`config.mk`:
```
export PLATFORM = sky130hd
export DESIGN_NAME = dac_spi_writer
export DESIGN_NICKNAME = d
export VERILOG_FILES = /design/src/rtl/dac_pkg.sv /design/src/rtl/spi_tick_gen.sv /design/src/rtl/dac_spi_writer.sv
export SDC_FILE = /design/constraint.sdc
export NUM_CORES = 1
export LEC_CHECK = 0
export CORE_AREA = 10 10 77 92
export DETAILED_ROUTE_END_ITERATION = 8
export DIE_AREA = 0 0 87 102
export MAX_ROUTING_LAYER = met4
export PLACE_DENSITY = 0.75
export SYNTH_ARGS = -nofsm -noshare
export SYNTH_HDL_FRONTEND = slang
export SYNTH_SLANG_ARGS = --single-unit
export TNS_END_PERCENT = 10
```
`constraint.sdc`:
```
create_clock -name qzt_clk -period 2.2 [get_ports qzt_clk]
set_input_delay 0.44 -clock qzt_clk [delete_from_list [all_inputs] [get_ports qzt_clk]]
set_output_delay 0.44 -clock qzt_clk [all_outputs]
set_load 0.05 [all_outputs]
```
`src/rtl/dac_pkg.sv`:
```
// Shared types and constants for the LTC2624-style DAC writer.
// DAC_ROUND_EN selects round-to-nearest sample conversion instead of truncation.
package dac_pkg;

  typedef enum logic [1:0] {
    IDLE  = 2'd0,
    SHIFT = 2'd1,
    HOLD  = 2'd2
  } dac_state_e;

  localparam int         FRAME_BITS           = 32;
  localparam logic [3:0] DAC_CMD_WRITE_UPDATE = 4'b0011;
  localparam logic [3:0] DAC_ADDR_ALL         = 4'b1111;

  // Signed 20-bit sample to 12-bit offset-binary DAC code.
  function automatic logic [11:0] dac_code(input logic [19:0] vin);
`ifdef DAC_ROUND_EN
    logic signed [20:0] t;
    t = $signed({vin[19], vin}) + 21'sd128;
    if (t > 21'sd524287) begin
      t = 21'sd524287;
    end
    return {~t[19], t[18:8]};
`else
    return {~vin[19], vin[18:8]};
`endif
  endfunction

endpackage

```
`src/rtl/spi_tick_gen.sv`:
```
// Half-period tick generator for the SPI clock: one-cycle tick every CLK_DIV
// enabled cycles, restarted by clr.
module spi_tick_gen #(
  parameter int CLK_DIV = 2
) (
  input  logic clk,
  input  logic srst,
  input  logic clr,
  input  logic en,
  output logic tick
);

  localparam logic [7:0] RELOAD = 8'(CLK_DIV - 1);

  logic [7:0] cnt_q;
  logic [7:0] cnt_d;

  assign tick = en && (cnt_q == 8'd0);

  always_comb begin
    cnt_d = cnt_q;
    if (clr) begin
      cnt_d = RELOAD;
    end else if (en) begin
      cnt_d = (cnt_q == 8'd0) ? RELOAD : cnt_q - 8'd1;
    end
  end

  always_ff @(posedge clk) begin
    if (srst) begin
      cnt_q <= RELOAD;
    end else begin
      cnt_q <= cnt_d;
    end
  end

endmodule

```
`src/rtl/dac_spi_writer.sv`:
```
// Captures filtered samples on rising edges of clk_in and shifts each one to a
// serial DAC as a 32-bit SPI frame. DAC_ROUND_EN enables rounding conversion.
module dac_spi_writer
  import dac_pkg::*;
#(
  parameter int         CLK_DIV  = 2,
  parameter logic [3:0] DAC_CMD  = DAC_CMD_WRITE_UPDATE,
  parameter logic [3:0] DAC_ADDR = DAC_ADDR_ALL
) (
  input  logic        qzt_clk,
  input  logic        reset,
  input  logic        clk_in,
  input  logic [19:0] Vin,
  output logic        spi_sck,
  output logic        spi_mosi,
  output logic        dac_cs_n,
  output logic        dac_clr_n,
  output logic        busy,
  output logic        overrun
);

  localparam int CW = $clog2(FRAME_BITS);

  dac_state_e            state_q, state_d;
  logic                  clk_in_q, clk_in_d;
  logic                  pend_q, pend_d;
  logic [11:0]           pend_code_q, pend_code_d;
  logic [FRAME_BITS-1:0] sh_q, sh_d;
  logic [CW-1:0]         bit_cnt_q, bit_cnt_d;
  logic                  sck_q, sck_d;
  logic                  mosi_q, mosi_d;
  logic                  cs_n_q, cs_n_d;
  logic                  busy_q, busy_d;
  logic                  overrun_q, overrun_d;
  logic                  dac_clr_n_q, dac_clr_n_d;

  logic                  strobe;
  logic                  tick;
  logic                  tick_en;
  logic                  frame_start;
  logic [FRAME_BITS-1:0] frame_word;

  assign strobe     = clk_in && !clk_in_q;
  assign tick_en    = (state_q == SHIFT) || (state_q == HOLD);
  assign frame_word = {8'h00, DAC_CMD, DAC_ADDR, pend_code_q, 4'h0};

  spi_tick_gen #(
    .CLK_DIV(CLK_DIV)
  ) u_tick (
    .clk (qzt_clk),
    .srst(reset),
    .clr (frame_start),
    .en  (tick_en),
    .tick(tick)
  );

  always_comb begin
    state_d     = state_q;
    clk_in_d    = clk_in;
    pend_d      = pend_q;
    pend_code_d = pend_code_q;
    sh_d        = sh_q;
    bit_cnt_d   = bit_cnt_q;
    sck_d       = sck_q;
    mosi_d      = mosi_q;
    cs_n_d      = cs_n_q;
    busy_d      = busy_q;
    dac_clr_n_d = ~reset;
    frame_start = 1'b0;
    // The load in IDLE consumes the old pending sample, so a same-cycle strobe is not an overrun.
    overrun_d   = strobe && pend_q && (state_q != IDLE);

    case (state_q)
      IDLE: begin
        if (pend_q) begin
          sh_d        = frame_word;
          pend_d      = 1'b0;
          cs_n_d      = 1'b0;
          busy_d      = 1'b1;
          mosi_d      = frame_word[FRAME_BITS-1];
          sck_d       = 1'b0;
          bit_cnt_d   = '0;
          frame_start = 1'b1;
          state_d     = SHIFT;
        end
      end
      SHIFT: begin
        if (tick) begin
          sck_d = ~sck_q;
          // Data only moves on the falling SCK edge so it is stable at the rise.
          if (sck_q) begin
            if (bit_cnt_q == CW'(FRAME_BITS - 1)) begin
              cs_n_d  = 1'b1;
              mosi_d  = 1'b0;
              state_d = HOLD;
            end else begin
              sh_d      = {sh_q[FRAME_BITS-2:0], sh_q[FRAME_BITS-1]};
              mosi_d    = sh_q[FRAME_BITS-2];
              bit_cnt_d = bit_cnt_q + 1'b1;
            end
          end
        end
      end
      HOLD: begin
        if (tick) begin
          busy_d  = 1'b0;
          state_d = IDLE;
        end
      end
      default: begin
        state_d = IDLE;
      end
    endcase

    if (strobe) begin
      pend_d      = 1'b1;
      pend_code_d = dac_code(Vin);
    end
  end

  always_ff @(posedge qzt_clk) begin
    if (reset) begin
      state_q     <= IDLE;
      clk_in_q    <= 1'b0;
      pend_q      <= 1'b0;
      pend_code_q <= '0;
      sh_q        <= '0;
      bit_cnt_q   <= '0;
      sck_q       <= 1'b0;
      mosi_q      <= 1'b0;
      cs_n_q      <= 1'b1;
      busy_q      <= 1'b0;
      overrun_q   <= 1'b0;
    end else begin
      state_q     <= state_d;
      clk_in_q    <= clk_in_d;
      pend_q      <= pend_d;
      pend_code_q <= pend_code_d;
      sh_q        <= sh_d;
      bit_cnt_q   <= bit_cnt_d;
      sck_q       <= sck_d;
      mosi_q      <= mosi_d;
      cs_n_q      <= cs_n_d;
      busy_q      <= busy_d;
      overrun_q   <= overrun_d;
    end
    dac_clr_n_q <= dac_clr_n_d;
  end

  assign spi_sck   = sck_q;
  assign spi_mosi  = mosi_q;
  assign dac_cs_n  = cs_n_q;
  assign dac_clr_n = dac_clr_n_q;
  assign busy      = busy_q;
  assign overrun   = overrun_q;

endmodule

```
==> results_dict.tcl, run 1 <==
set metrics [dict create \
    power_frac_seq_pct 39.7 \
    core_um2 5261 \
    synth_top_area_cell "dfxtp_1" \
    drc 0 \
    drive_above_1_share_pct 14.33 \
    regArea_um2 1341 \
    grt_use_total_pct 13.68 \
    n_antenna_cell 0 \
    crit_type "register to register" \
    cts_buffer_depth 2 \
    syn2layout_area_growth_pct 19.27 \
    synthDistinctLibCells 43 \
    clock-sinks 67 \
    end_kind "register" \
    vias 2226 \
    grt_max_degree 34 \
    initial_core_util_pct 53.32 \
    clock_power_share_pct 28.1 \
    setup_violations 0 \
    synth_top_area_share_pct 47.81 \
    worst_r2r_path_depth 7 \
    die_h_um 102 \
    gp_congestion 0.8293 \
    cts_tree "yes" \
    startpoint "u_tick.cnt_q[0]" \
    finalHoldViolations 0 \
    maxSlewHeadroom_pct 58.93 \
    avgSynthCellArea_um2 9.320 \
    arrival_ns 2.33 \
    p_int_mw 2.528 \
    place.port_buffers 20 \
    cts-root-buf "clkbuf_8" \
    wl_mm 5.599 \
    switching_share_pct 33.33 \
    fillers 434 \
    fin_tns_setup_ns 0 \
    hold_path.class "register to register" \
    postSynthRegisterBits 67 \
    nets 361 \
    fin_crit_sh_pct 94.29 \
    path_clk_slew_ns 0.07 \
    grt_pass1_vias 2179 \
    dr.pass1.iters 5 \
    crit_path_max_fanout 15 \
    highest_layer "met4" \
    cts_made_buffers 9 \
    start_kind "register" \
    ys_seq_area_share_pct 47.81 \
    antenna_found_initial 0 \
    num_io_pins 29 \
    yosysWarnings 0 \
    hpwlAfterDp_mm 3.725 \
    power_frac_comb_pct 32.3 \
    synth_fp_nets 332 \
    dr_wl_met3_um 248 \
    synth_area_um2 2805 \
    multi_input_area_um2 1310 \
    status "completed" \
    cts-resized-gates 0 \
    wl_met1_mm 2.582 \
    hold_buffers 0 \
    yosys-top-cells-area "dfxtp_1, nand2_1, mux2i_1" \
    switching_power_mw 1.264 \
    syn_inst 301 \
    post-cts-setup-buffer-count 0 \
    wl_per_cell_um 14.10 \
    wl_met2_mm 2.676 \
    total_power_mw 3.792 \
    rsz0062_at_grt "no" \
    min_period_ns 2.074 \
    drt_iter0_markers 154 \
    dieArea_um2 8874 \
    crit_end "sh_q[30]" \
    crit_required_ns 2.45 \
    gr-total-overflow 0 \
    ant_nets 0 \
    rr_startpoint "u_tick.cnt_q[0]" \
    cts_max_level 3 \
    ff2ff_setup_slack_ns 0.13 \
    vdd_drop_max_v 0.0005557 \
    clkLatencyLatePin_ns 0.35 \
    std_cell_rows 29 \
    cellPowerDensity_nw_per_um2 1133 \
    worstReg2RegEnd "sh_q[30]" \
    grt_pass1_wl_mm 9.556 \
    via_per_inst 5.607 \
    p_leak_nw 1.203 \
    drv_slew 0 \
    finClkSkew_ns 0.01286 \
    dieWidth_um 87 \
    max_clock_freq_ghz 0.4821 \
    worst_pin_slew_ns 0.5989 \
    max_cap_violations 0 \
]
[layout by cell type (no fill, tap or decap), types with 3 or more instances in the layout]
cell type         n
a31oi_1           4
o22ai_1          11
clkdlybuf4s50_1  20
buf_4            18
clkbuf_8         11
nor3b_1           3
nand2_1          48
clkinvlp_4        3
nor2_1           12
xnor2_1           4
mux2i_1          16
ha_1              8
a21oi_1          29
a211oi_1         15
xor2_1            3
o21ai_0           4
o32ai_1           5
nand3_1           7
o221a_2           6
dfxtp_1          67
inv_1            12
[cell usage after synthesis]
master and count:
nor3b_1 3, nor2_1 12, nand3_1 7, xnor2_1 4, nand4_1 1, nor3_1 2, a31oi_1 4, a41oi_1 1
buf_6 2, o221a_2 6, nor4_1 1, buf_1 2, or4_4 1, ha_1 8, a21o_1 2, a221oi_2 1
nand3_2 1, nor4bb_1 1, and4_1 1, and2_1 1, o31ai_4 1, a21boi_0 1, a211oi_1 15, o22ai_1 11
and3_1 2, nand2_1 48, nor2b_1 2, xor2_1 3, buf_4 2, mux2i_1 16, nand2b_1 2, a21oi_1 29
buf_2 4, clkinv_1 1, o32ai_1 5, or4bb_1 1, inv_1 12, dfxtp_1 67, mux2_2 1, clkbuf_1 11
nor4b_1 1, o21ai_0 4, nor3_4 1
[metal layers]
| layer | global-route usage, % | vias to the layer above |
|---|---|---|
| met5 | - | - |
| met4 | 6.367 | 0 |
| met3 | 5.175 | 13 |
| met2 | 21.06 | 50 |
| met1 | 15.31 | 1032 |
| li1 | - | 1131 |
[cells by family (layout without fill, tap and decap cells)]
logic type	after synthesis	after routing	share of synthesized area, %
flip-flops	67	67	47.81
AO/OA/AOI/OAI	80	80	19.63
adder cells (fa/ha/maj)	8	8	3.568
AND/OR/NAND/NOR	88	88	15.17
buffers and inverters	34	68	5.530
multiplexers	17	17	6.110
XOR/XNOR	7	7	2.186
[power groups by stage]
| stage | Sequential [mW] | Clock, mW | Combinational [mW] |
|---|---|---|---|
| 4_1_cts | 1.50 | 1.08 | 1.22 |
| 3_5_place_dp | 1.52 | 0 | 1.21 |
| 3_3_place_gp | 1.52 | 0 | 1.19 |
| 2_1_floorplan | 1.53 | 0 | 0.893 |
| 5_1_grt | 1.52 | 1.15 | 1.34 |
| 6_report | 1.50 | 1.06 | 1.22 |
[through the flow]
step	instances	cell area, um2	hold slack (ns)	utilization (%)	setup WS, ns
floorplan	301	2805	0.4357	-	0.04891
global placement	381	3132	0.4426	59.52	0.1493
detailed placement	381	3132	0.4466	59.52	0.1286
CTS	397	3344	0.4575	63.57	0.08119
global route	397	3346	0.4775	63.59	0.01256
finish	397	3346	0.4550	63.59	0.1257
[worst min-delay path by stage]
stage / slack, ns / from / endpoint / cells past startpoint
floorplan: 0.44 / pend_code_q[0] / pend_code_q[0] / 2
global placement: 0.44 / pend_code_q[9] / pend_code_q[9] / 2
detailed placement: 0.45 / pend_code_q[7] / pend_code_q[7] / 2
CTS: 0.46 / pend_code_q[7] / pend_code_q[7] / 2
global route: 0.48 / pend_code_q[9] / pend_code_q[9] / 2
finish: 0.46 / pend_code_q[7] / pend_code_q[7] / 2
[cell type report]
| class | instances | area share (%) |
|---|---|---|
| clock buffer | 11 | 4.525 |
| clock inverter | 5 | 1.832 |
| inverter | 13 | 1.458 |
| multi-input combinational | 200 | 39.15 |
| sequential | 67 | 40.09 |
| tap | 62 | 2.319 |
| timing repair buffer | 39 | 10.62 |
[registers in the layout, indices dropped and copies added (netlist names)]
signal / cells
bit_cnt_q: 5
busy: 1
clk_in_q: 1
dac_clr_n: 1
dac_cs_n: 1
overrun: 1
pend_code_q: 12
pend_q: 1
sh_q: 32
spi_mosi: 1
spi_sck: 1
state_q: 2
u_tick.cnt_q: 8
[worst max-delay path, cell delays in order, from the launching register on]
cell     delay (ns)
dfxtp_1        0.34
inv_1          0.09
ha_1           0.18
or4bb_1        0.51
nor3_4         0.18
nand3_2        0.29
buf_4          0.27
o32ai_1        0.12
No activity file was read; power rests on OpenSTA's default activity.
==> run 2, diff against run 1 <==
- CORE_AREA: 10 10 77 92 -> 10 10 108 130
- DIE_AREA: 0 0 87 102 -> 0 0 118 140
- PLACE_DENSITY: 0.75 -> not set
==> run 2 against run 1 <==
Effect of this change:
- wire length is 0.98% higher
- clock skew is 0.0060 ns lower
- register-to-register slack better by 0.04 ns
- largest cell class unchanged
- critical path type unchanged
==> results_dict.tcl, run 2 (synthesis gave the netlist of run 1 again) <==
set metrics [dict create \
    cellPowerDensity_nw_per_um2 1170 \
    critPathMaxStageDelay_ns 0.52 \
    crit_type "register to register" \
    path_clk_slew_ns 0.06 \
    gr-total-overflow 0 \
    core_um2 11410 \
    start_kind "register" \
    mostFrequentLayoutCells "dfxtp_1, nand2_1, a21oi_1, clkdlybuf4s50_1, mux2i_1" \
    wl_mm 5.654 \
    post-cts-setup-buffer-count 0 \
    initial_core_util_pct 24.59 \
    max_cap_violations 0 \
    end_kind "register" \
    vias 2182 \
    nets 356 \
    switching_share_pct 31.19 \
    place.port_buffers 20 \
    drive_above_1_share_pct 12.16 \
    hold_path.class "register to register" \
    arrival_ns 2.22 \
    cp_top_family "simple AND/OR/NAND/NOR gates" \
    crit_path_max_fanout 12 \
    num_io_pins 29 \
    pre_cts_ws_ns 0.1162 \
    power_frac_seq_pct 36.4 \
    clkLatencyLatePin_ns 0.32 \
    dr.pass1.iters 4 \
    power_frac_comb_pct 29.5 \
    rsz0062_at_grt "no" \
    std_cell_rows 43 \
    cts_max_level 3 \
    clock_power_share_pct 34.1 \
    cts_tree "yes" \
    grt_pass1_wl_mm 9.749 \
    final_common_cell "dfxtp_1" \
    n_antenna_cell 0 \
    fin_tns_setup_ns 0 \
    max_clock_freq_ghz 0.4923 \
    timing.critical_path.buf_inv 2 \
    largest_reg_flops 32 \
    syn2layout_area_growth_pct 25.29 \
    via_per_inst 4.490 \
    finClkSkew_ns 0.006863 \
    gp_congestion 0.8152 \
    hpwlAfterDp_mm 3.886 \
    total_power_mw 4.113 \
    finalHoldViolations 0 \
    fillers 1226 \
    wl_per_cell_um 11.63 \
    crit_chain "inv_1, ha_1, or4bb_1, o31ai_4, and2_1, buf_4, a211oi_1" \
    p_leak_nw 1.221 \
    cts_buffer_depth 2 \
    grt_pass1_vias 2169 \
    clock-sinks 67 \
    p_int_mw 2.830 \
    maxSlewHeadroom_pct 57.29 \
    die_h_um 140 \
    worst_pin_slew_ns 0.6228 \
    ant_nets 0 \
    setup_ws_ns 0.1688 \
    cts-root-buf "clkbuf_16" \
    cts_made_buffers 9 \
    fin_crit_sh_pct 92.33 \
    status "completed" \
    drc 0 \
    crit_required_ns 2.39 \
    dieWidth_um 118 \
    reg_top3 "sh_q: 32 flops, pend_code_q: 12 flops, u_tick.cnt_q: 8 flops" \
    setup_violations 0 \
    hold_buffers 0 \
    antenna_found_initial 0 \
    drv_slew 0 \
    switching_power_mw 1.283 \
    largest_register "sh_q" \
    drt_iter0_markers 123 \
    grt_max_degree 36 \
    vdd_drop_max_v 0.0005068 \
    dieArea_um2 16520 \
    min_period_ns 2.031 \
    grt_use_total_pct 7.319 \
    critPathSlowestCell "or4bb_1" \
]
## run 2: power groups by stage
stage               registers, mW  logic, mW  clock network [mW]
floorplan                    1.53      0.893                   0
CTS                          1.50       1.22                1.45
global route                 1.52       1.34                1.49
finish                       1.50       1.21                1.40
global placement             1.52       1.19                   0
detailed placement           1.52       1.21                   0
## run 2: worst paths after layout
kind | startpoint | end | slack [ns] | cells past startpoint
setup / recovery | u_tick.cnt_q[0] | sh_q[5] | 0.17 | 7
hold reg to reg | pend_code_q[8] | pend_code_q[8] | 0.45 | 2
hold / removal | pend_code_q[8] | pend_code_q[8] | 0.45 | 2
setup reg to reg | u_tick.cnt_q[0] | sh_q[5] | 0.17 | 7
## run 2: layout make-up
cell class,instances,area [um2],area share (%)
tap,157,196.4,5.589
multi-input combinational,200,1316,37.45
timing repair buffer,34,317.8,9.042
clock inverter,4,51.30,1.460
inverter,13,48.80,1.388
sequential,67,1341,38.16
clock buffer,11,242.7,6.906
## run 2: tightest hold or removal path: stages (launching register included)
cell	delay (ns)
dfxtp_1	0.30
nand2_1	0.05
a21oi_1	0.05
## run 2: through the flow
stage | cell area [um2] | hold WS, ns | util (%) | std cells
floorplan | 2805 | 0.4357 | - | 301
global placement | 3213 | 0.4467 | 28.17 | 471
detailed placement | 3213 | 0.4484 | 28.17 | 471
CTS | 3507 | 0.4562 | 30.75 | 486
global route | 3515 | 0.4816 | 30.81 | 486
finish | 3515 | 0.4548 | 30.81 | 486
## run 2: layer usage
metal,vias to the layer above,track usage (%),share of wire (%)
li1,1129,-,-
met1,1012,7.939,48
met2,31,11.80,47
met3,10,1.689,2.5
met4,0,4.889,2.7
met5,-,-,0
## run 2: timing repair
action                                  CTS  global route
gates resized for setup                   0             1
endpoints found under the setup margin    0            11
endpoints found under the hold margin     0             0
==> run 3, diff against run 2 <==
- DONT_BUFFER_PORTS: not set -> 1
==> run 3 against run 2 <==
Effect of this change:
- sequential power is 3% higher
- utilization is 1.7 points lower
- die area unchanged
- worst hold slack worse by 0.27 ns
- critical endpoint is now sh_q[30]
- largest power group unchanged
==> results_dict.tcl, run 3 (synthesis gave the netlist of run 1 again) <==
set metrics [dict create \
    maxSlewHeadroom_pct 60.80 \
    crit_path_max_fanout 12 \
    power_frac_comb_pct 28.5 \
    met1_usage_pct 8.685 \
    clkLatencyLatePin_ns 0.33 \
    reg_top3 "sh_q: 32 flops, pend_code_q: 12 flops, u_tick.cnt_q: 8 flops" \
    place.port_buffers 0 \
    crit_required_ns 2.43 \
    dieArea_um2 16520 \
    num_io_pins 29 \
    clock-sinks 67 \
    setup_ws_ns 0.1632 \
    rr_startpoint "u_tick.cnt_q[0]" \
    cellPowerDensity_nw_per_um2 1208 \
    antenna_found_initial 0 \
    fin_cells 469 \
    vdd_drop_max_v 0.0004321 \
    setup_violations 0 \
    grt_max_degree 42 \
    worst_pin_slew_ns 0.5881 \
    cts_made_buffers 9 \
    finalHoldViolations 0 \
    cts_max_level 3 \
    grt_pass1_vias 2082 \
    critPathSlowestCell "or4bb_1" \
    switching_share_pct 31.02 \
    met2_usage_pct 11.09 \
    cts-root-buf "clkbuf_16" \
    postPlaceCellArea_um2 3035 \
    end_kind "register" \
    vias 2152 \
    post-cts-setup-buffer-count 0 \
    dr.pass1.iters 4 \
    die_h_um 140 \
    hpwlAfterDp_mm 3.943 \
    max_cap_violations 0 \
    worst_r2r_path_depth 7 \
    dieWidth_um 118 \
    max_clock_freq_ghz 0.4910 \
    n_antenna_cell 0 \
    ff2ff_setup_slack_ns 0.16 \
    via_per_inst 4.588 \
    wl_per_cell_um 12.25 \
    holdPathEnd "spi_sck" \
    grt_use_total_pct 7.427 \
    gr-total-overflow 0 \
    initial_core_util_pct 24.59 \
    finClkSkew_ns 0.004855 \
    switching_power_mw 1.243 \
    arrival_ns 2.26 \
    cts-resized-gates 0 \
    fin_tns_setup_ns 0 \
    status "completed" \
    cp_top_family "simple AND/OR/NAND/NOR gates" \
    gp_congestion 0.8131 \
    drv_slew 0 \
    start_kind "register" \
    power_frac_seq_pct 38.4 \
    p_leak_nw 1.159 \
    hold_path.class "input port to register" \
    fin_crit_sh_pct 92.58 \
    largest_register "sh_q" \
    final_common_cell "dfxtp_1" \
    ant_nets 0 \
    crit_chain "inv_1, ha_1, or4bb_1, nor3_4, nand3_2, buf_4, o32ai_1" \
    pre_cts_ws_ns 0.1443 \
    drc 0 \
    std_cell_rows 43 \
    whs_path_depth 1 \
    design_area_um2 3316 \
    hold_start "reset" \
    worstReg2RegEnd "sh_q[30]" \
    p_int_mw 2.764 \
    rsz0062_at_grt "no" \
    cts_buffer_depth 2 \
    wl_mm 5.743 \
    drive_above_1_share_pct 13.78 \
    hold_buffers 0 \
    nets 339 \
    grt_busiest_layer "met2" \
    critPathMaxStageDelay_ns 0.52 \
    drt_iter0_markers 140 \
    place_inst 454 \
    grt_pass1_wl_mm 9.867 \
    path_clk_slew_ns 0.05 \
    timing.critical_path.buf_inv 2 \
    min_period_ns 2.037 \
    mostFrequentLayoutCells "dfxtp_1, nand2_1, a21oi_1, mux2i_1, buf_4" \
    syn2layout_area_growth_pct 18.20 \
    cts_tree "yes" \
    clock_power_share_pct 33.1 \
    use_met3_pct 2.493 \
    largest_reg_flops 32 \
    crit_type "register to register" \
    core_um2 11410 \
]
-- run 3: metal layers --
metal / wire (um) / vias up
met2: 2665 / 37
met3: 287 / 10
met4: 119 / 0
met5: 0 / -
li1: - / 1088
met1: 2671 / 1017
-- run 3: through the flow --
| step | hold WS (ns) | power, mW | utilization [%] |
|---|---|---|---|
| 2_1_floorplan | 0.4357 | 2.426 | - |
| 5_1_grt | 0.1633 | 4.257 | 29.07 |
| 3_5_place_dp | 0.4447 | 2.713 | 26.61 |
| 4_1_cts | 0.1676 | 4.060 | 29.07 |
| 6_report | 0.1807 | 4.007 | 29.07 |
| 3_3_place_gp | 0.4420 | 2.685 | 26.61 |
-- run 3: layout make-up --
cell class                      count  area (um2)
Fill cell                        1219        8090
Sequential cell                    67        1341
Multi-Input combinational cell    200        1309
Clock buffer                       13       270.3
Tap cell                          157       196.4
Timing Repair Buffer               17       140.1
Inverter                           13       48.80
Clock inverter                      2       10.01
-- run 3: how the worst max path moves through the flow --
| stage | cells past startpoint | start | to |
|---|---|---|---|
| floorplan | 5 | spi_sck | sh_q[17] |
| global placement | 7 | u_tick.cnt_q[0] | sh_q[16] |
| detailed placement | 7 | u_tick.cnt_q[0] | sh_q[30] |
| CTS | 7 | u_tick.cnt_q[0] | sh_q[30] |
| global route | 7 | u_tick.cnt_q[0] | sh_q[30] |
| finish | 7 | u_tick.cnt_q[0] | sh_q[30] |
-- run 3: power by group through the flow --
stage	registers [mW]	logic, mW	clock network, mW
2_1_floorplan	1.53	0.893	0
3_3_place_gp	1.56	1.13	0
3_5_place_dp	1.56	1.15	0
4_1_cts	1.54	1.15	1.37
5_1_grt	1.56	1.28	1.42
6_report	1.54	1.14	1.33
==> edit 1: new RTL, config.mk and constraints of run 1 <==
Register the input `Vin` before use, without a reset. The logic sees it one clock later.
--- a/src/rtl/dac_spi_writer.sv
+++ b/src/rtl/dac_spi_writer.sv
@@ -21,4 +21,10 @@
 
   localparam int CW = $clog2(FRAME_BITS);
+
+  logic [19:0] Vin_q;
+
+  always_ff @(posedge qzt_clk) begin
+    Vin_q <= Vin;
+  end
 
   dac_state_e            state_q, state_d;
@@ -115,5 +121,5 @@
     if (strobe) begin
       pend_d      = 1'b1;
-      pend_code_d = dac_code(Vin);
+      pend_code_d = dac_code(Vin_q);
     end
   end
Check against the original RTL: no difference found for any inputs over 10 cycles, from zero or initial values and one cycle with reset high; that may be too few to reach the edited logic, so the function may still have changed.
==> edit 1 against run 1 <==
  * Global-route usage increased by 0.18 points
  * Area after synthesis increased by 8.4%
  * Non-clock buffer count decreased by 1
  * Utilization increased by 5.2 points
  * Cell area increased by 8.2%
  * Synthesized cell count increased by 4.3%
  * Sequential cell count increased by 12
  * Power increased by 12%
  * Setup slack got worse by 0.035 ns
  * Sequential power increased by 15%
  * Routed wire length decreased by 0.55%
  * Critical path type unchanged
==> edit 1: results (changes against run 1) <==
| Metric | Value |
|---|---|
| Worst Path Max Fanout | 16 (+1) |
| Cells on worst reg2reg path | 5 (-2) |
| RR Endpoint | sh_q[16] |
| Layout cells sized above 1 | 13.8% (-0.50 points) |
| Synth Area in Compound Gates | 18.0% (-1.6 points) |
| Vias in the first global route | 2273 (+4.3%) |
| Leakage power | 1.31 nW (+8.6%) |
| Tightest Pin Transition | 0.535 ns (-0.0642 ns) |
| Power density cells | 1170 mW/mm² (+3.5%) |
| Synth top area cells | dfxtp_1 52%, nand2_1 6.0%, a21oi_1 5.8% |
| Post-placement cell area | 0.00336 mm² (+7.3%) |
| Syn Inst Count | 314 (+4.3%) |
| Hold Worst Slack | 0.410 ns (-0.0450 ns) |
| Largest net degree at the start of global routing | 41 (+21%) |
| Wire length per cell | 13.6 µm (-3.5%) |
| Outcome | finished clean |
| Routing usage on met3 | 4.46% (-0.72 points) |
| Mux share of post-synthesis cell area | 5.59% (-0.52 points) |
| Total GRT Usage | 13.9% (+0.18 points) |
| Clock Power Share | 30.4% (+2.3 points) |
| GR Util met1 | 15.6% (+0.34 points) |
| Detailed Place HPWL | 3.81 mm (+2.4%) |
| VDD IR-drop max | 0.765 mV (+38%) |
| Final net count | 373 (+3.3%) |
| 1st-pass router iterations | 4 (-1) |
| Sequential share of the synthesized area | 52.0% (+4.2 points) |
| Top cells by count, synth | 79 x dfxtp_1, 49 x nand2_1, 35 x a21oi_1 |
| Delay of the slowest critical-path stage | 0.62 ns (+0.11 ns) |
| Period utilization | 95.9% (+1.6 points) |
| Cells after DPL | 393 (+3.1%) |
| Pre-CTS setup slack | 0.0882 ns (-0.0404 ns) |
| First-pass GRT wire length | 9.89 mm (+3.5%) |
| Worst Skew | 0.00662 ns (-0.00624 ns) |
| Logic pwr share | 28.9% (-3.4 points) |
| Hold endpoint | pend_code_q[11] |
| HP Start | Vin_q[19] |
| Post-synthesis xor/xnor area fraction | 1.73% (-0.46 points) |
| R2r setup slk | 0.09 ns (-0.04 ns) |
## edit 1: changes by cell type after synthesis, moves of 4 or more
| cell | change |
|---|---|
| dfxtp_1 | +12 |
| o21ai_0 | +7 |
| a21oi_1 | +6 |
| a31oi_1 | -4 |
| inv_1 | -4 |
| nand3_1 | -4 |
## edit 1: layout make-up
| cell class | instances | area (µm²) |
|---|---|---|
| flip-flops and latches | 79 | 1580 |
| well taps | 62 | 77.6 |
| inverters | 9 | 33.8 |
| fillers | 394 | 1640 |
| clock inverters | 7 | 120 |
| clock buffers | 9 | 124 |
| repair buffers | 38 | 348 |
| multi-input cells | 205 | 1330 |
## edit 1: per-layer routing
layer / vias to the layer above / share of wire (%)
li1: 1164 / -
met1: 1088 / 47
met2: 33 / 49
met3: 8 / 3.0
met4: 0 / 1.1
met5: - / 0
==> edit 2: new RTL, settings of run 1 <==
Made on the original files. Build with the macro `DAC_ROUND_EN` defined.
--- a/src/rtl/dac_pkg.sv
+++ b/src/rtl/dac_pkg.sv
@@ -1,4 +1,6 @@
 // Shared types and constants for the LTC2624-style DAC writer.
 // DAC_ROUND_EN selects round-to-nearest sample conversion instead of truncation.
+`define DAC_ROUND_EN
+
 package dac_pkg;
 
Formal check against the unedited RTL: no difference found for any inputs over 10 cycles, from zero or initial values and one cycle with reset high; that may be too few to reach the edited logic, so the function may still have changed.
==> edit 2 against run 1 <==
  * Cell area up 11%
  * Highest routed layer unchanged
  * Critical path type unchanged
  * Sequential power down 3%
  * Power down 3.9%
  * Largest power group unchanged
  * Sequential cell count unchanged
  * Routed wire length up 14%
  * Setup slack worse by 0.0073 ns
  * Utilization up 7.2 points
  * Fmax down 0.35%
  * Worst hold slack better by 0.0037 ns
  * Area after synthesis up 7.2%
==> edit 2: results (changes against run 1) <==
| Metric | Value |
|---|---|
| Layout cells sized above 1 | 13.8% (-0.50 points) |
| First-pass GRT wire length | 10.9 mm (+14%) |
| Critical-path top delay cell | or4b_4 |
| Top cells by count, synth | 67 x dfxtp_1, 35 x nor2_1, 22 x nand2_1 |
| Synth top area cells | dfxtp_1 45%, mux2i_1 4.7%, nor2_1 4.4% |
| Post-placement cell area | 0.00345 mm² (+10%) |
| Met2 wire len | 3.30 mm (+23%) |
| Non-clock buffers, area share | 12.5% (+1.9 points) |
| Final clock-cell share | 6.96% (+0.60 points) |
| VDD IR-drop max | 0.445 mV (-20%) |
| Outcome | finished clean |
| Synth Area in Compound Gates | 17.6% (-2.0 points) |
| GP Congestion | 0.783 (-5.6%) |
| Met3 WL post-DR | 129 µm (-48%) |
| Comb_multi_in | 235 (+18%) |
| Arrival time worst endpoint | 2.31 ns (-0.02 ns) |
| Worst Path Max Fanout | 8 (-7) |
| Largest net degree at the start of global routing | 32 (-5.9%) |
| Top flop regs | sh_q (32), pend_code_q (12), u_tick.cnt_q (8) |
| Tightest Pin Transition | 0.525 ns (-0.0738 ns) |
| Fillcell total | 437 (+0.69%) |
| Sequential share of the synthesized area | 44.6% (-3.2 points) |
| Leakage power | 1.44 nW (+19%) |
| Count of plain and timing-repair buffers | 52 (+33%) |
| Number of non-clock inverters in the layout | 6 (-7) |
| Multi-input combinational area share | 41.8% (+2.6 points) |
| Synth cell types | 49 (+14%) |
| Final net count | 403 (+12%) |
| Iteration-0 DRC Markers | 97 (-37%) |
| Syn avg cell area | 9.22 µm² (-1.0%) |
| Fin util | 70.7% (+7.2 points) |
| Via density per instance | 5.76 (+2.7%) |
| Sw frac | 29.3% (-4.1 points) |
| Number of I/O port buffers | 28 (+40%) |
| Vias in the first global route | 2543 (+17%) |
| Post-synthesis adder-cell area fraction | 3.75% (+0.18 points) |
| Length of routed wiring on met1 | 2.72 mm (+5.4%) |
| Post-Syn Area | 0.00301 mm² (+7.2%) |
| Post-synthesis xor/xnor area fraction | 4.66% (+2.5 points) |
| Wire length per cell | 14.5 µm (+3.1%) |
| Pre-CTS setup slack | -0.233 ns (-0.362 ns) |
| Total CTS buffers | 9 (unchanged) |
| Detailed Place HPWL | 4.58 mm (+23%) |
| Cells after DPL | 422 (+11%) |
| Fin cells | 438 (+10%) |
| Mux share of post-synthesis cell area | 5.04% (-1.1 points) |
| Delay of the slowest critical-path stage | 0.63 ns (+0.12 ns) |
| Worst Skew | 0.0130 ns (+0.000127 ns) |
[edit 2: cell types whose count changed in the layout (fill, tap and decap cells not counted), sizes merged, moves of 5 or more]
cell / delta
nand2: -26
nor2: +24
o21ai: +14
a22o: +13
a21oi: -8
xor2: +8
clkdlybuf4s50: +7
nand3: +7
nand4: +7
o221a: -6
buf: +5
inv: -5
o22ai: -5
o32ai: -5
[edit 2: power by group through the flow]
stage | registers, mW | logic (mW) | clock network (mW)
5_1_grt | 1.47 | 1.01 | 1.36
2_1_floorplan | 1.49 | 0.623 | 0
4_1_cts | 1.45 | 0.910 | 1.31
3_3_place_gp | 1.47 | 0.877 | 0
3_5_place_dp | 1.47 | 0.897 | 0
6_report | 1.45 | 0.912 | 1.28
[edit 2: repair_timing]
action                                  CTS  global route
resized for setup                         0             3
endpoints found under the setup margin    0            17
hold buffers                              0             0
[edit 2: routing by layer]
layer,GRT usage [%],vias up
li1,-,1276
met1,15.8,1188
met2,26.3,42
met3,2.23,16
met4,10.7,0
met5,-,-
[edit 2: worst paths after layout]
kind / startpoint / to / slack (ns) / depth (start not counted)
worst min register to register: sh_q[31] / sh_q[31] / 0.46 / 2
worst max-delay path: bit_cnt_q[0] / bit_cnt_q[4] / 0.12 / 7
worst min-delay path: sh_q[31] / sh_q[31] / 0.46 / 2
worst max register to register: bit_cnt_q[0] / bit_cnt_q[4] / 0.12 / 7
[edit 2: cell families (layout without fill, tap and decap cells)]
| family | Yosys count | in the layout |
|---|---|---|
| adders and majority gates | 9 | 9 |
| and+or+nand+nor | 114 | 114 |
| buffers and inverters | 24 | 74 |
| AOI/OAI and AO/OA | 81 | 81 |
| DFF | 67 | 67 |
| xor gates and xnor gates | 16 | 16 |
| muxes | 15 | 15 |
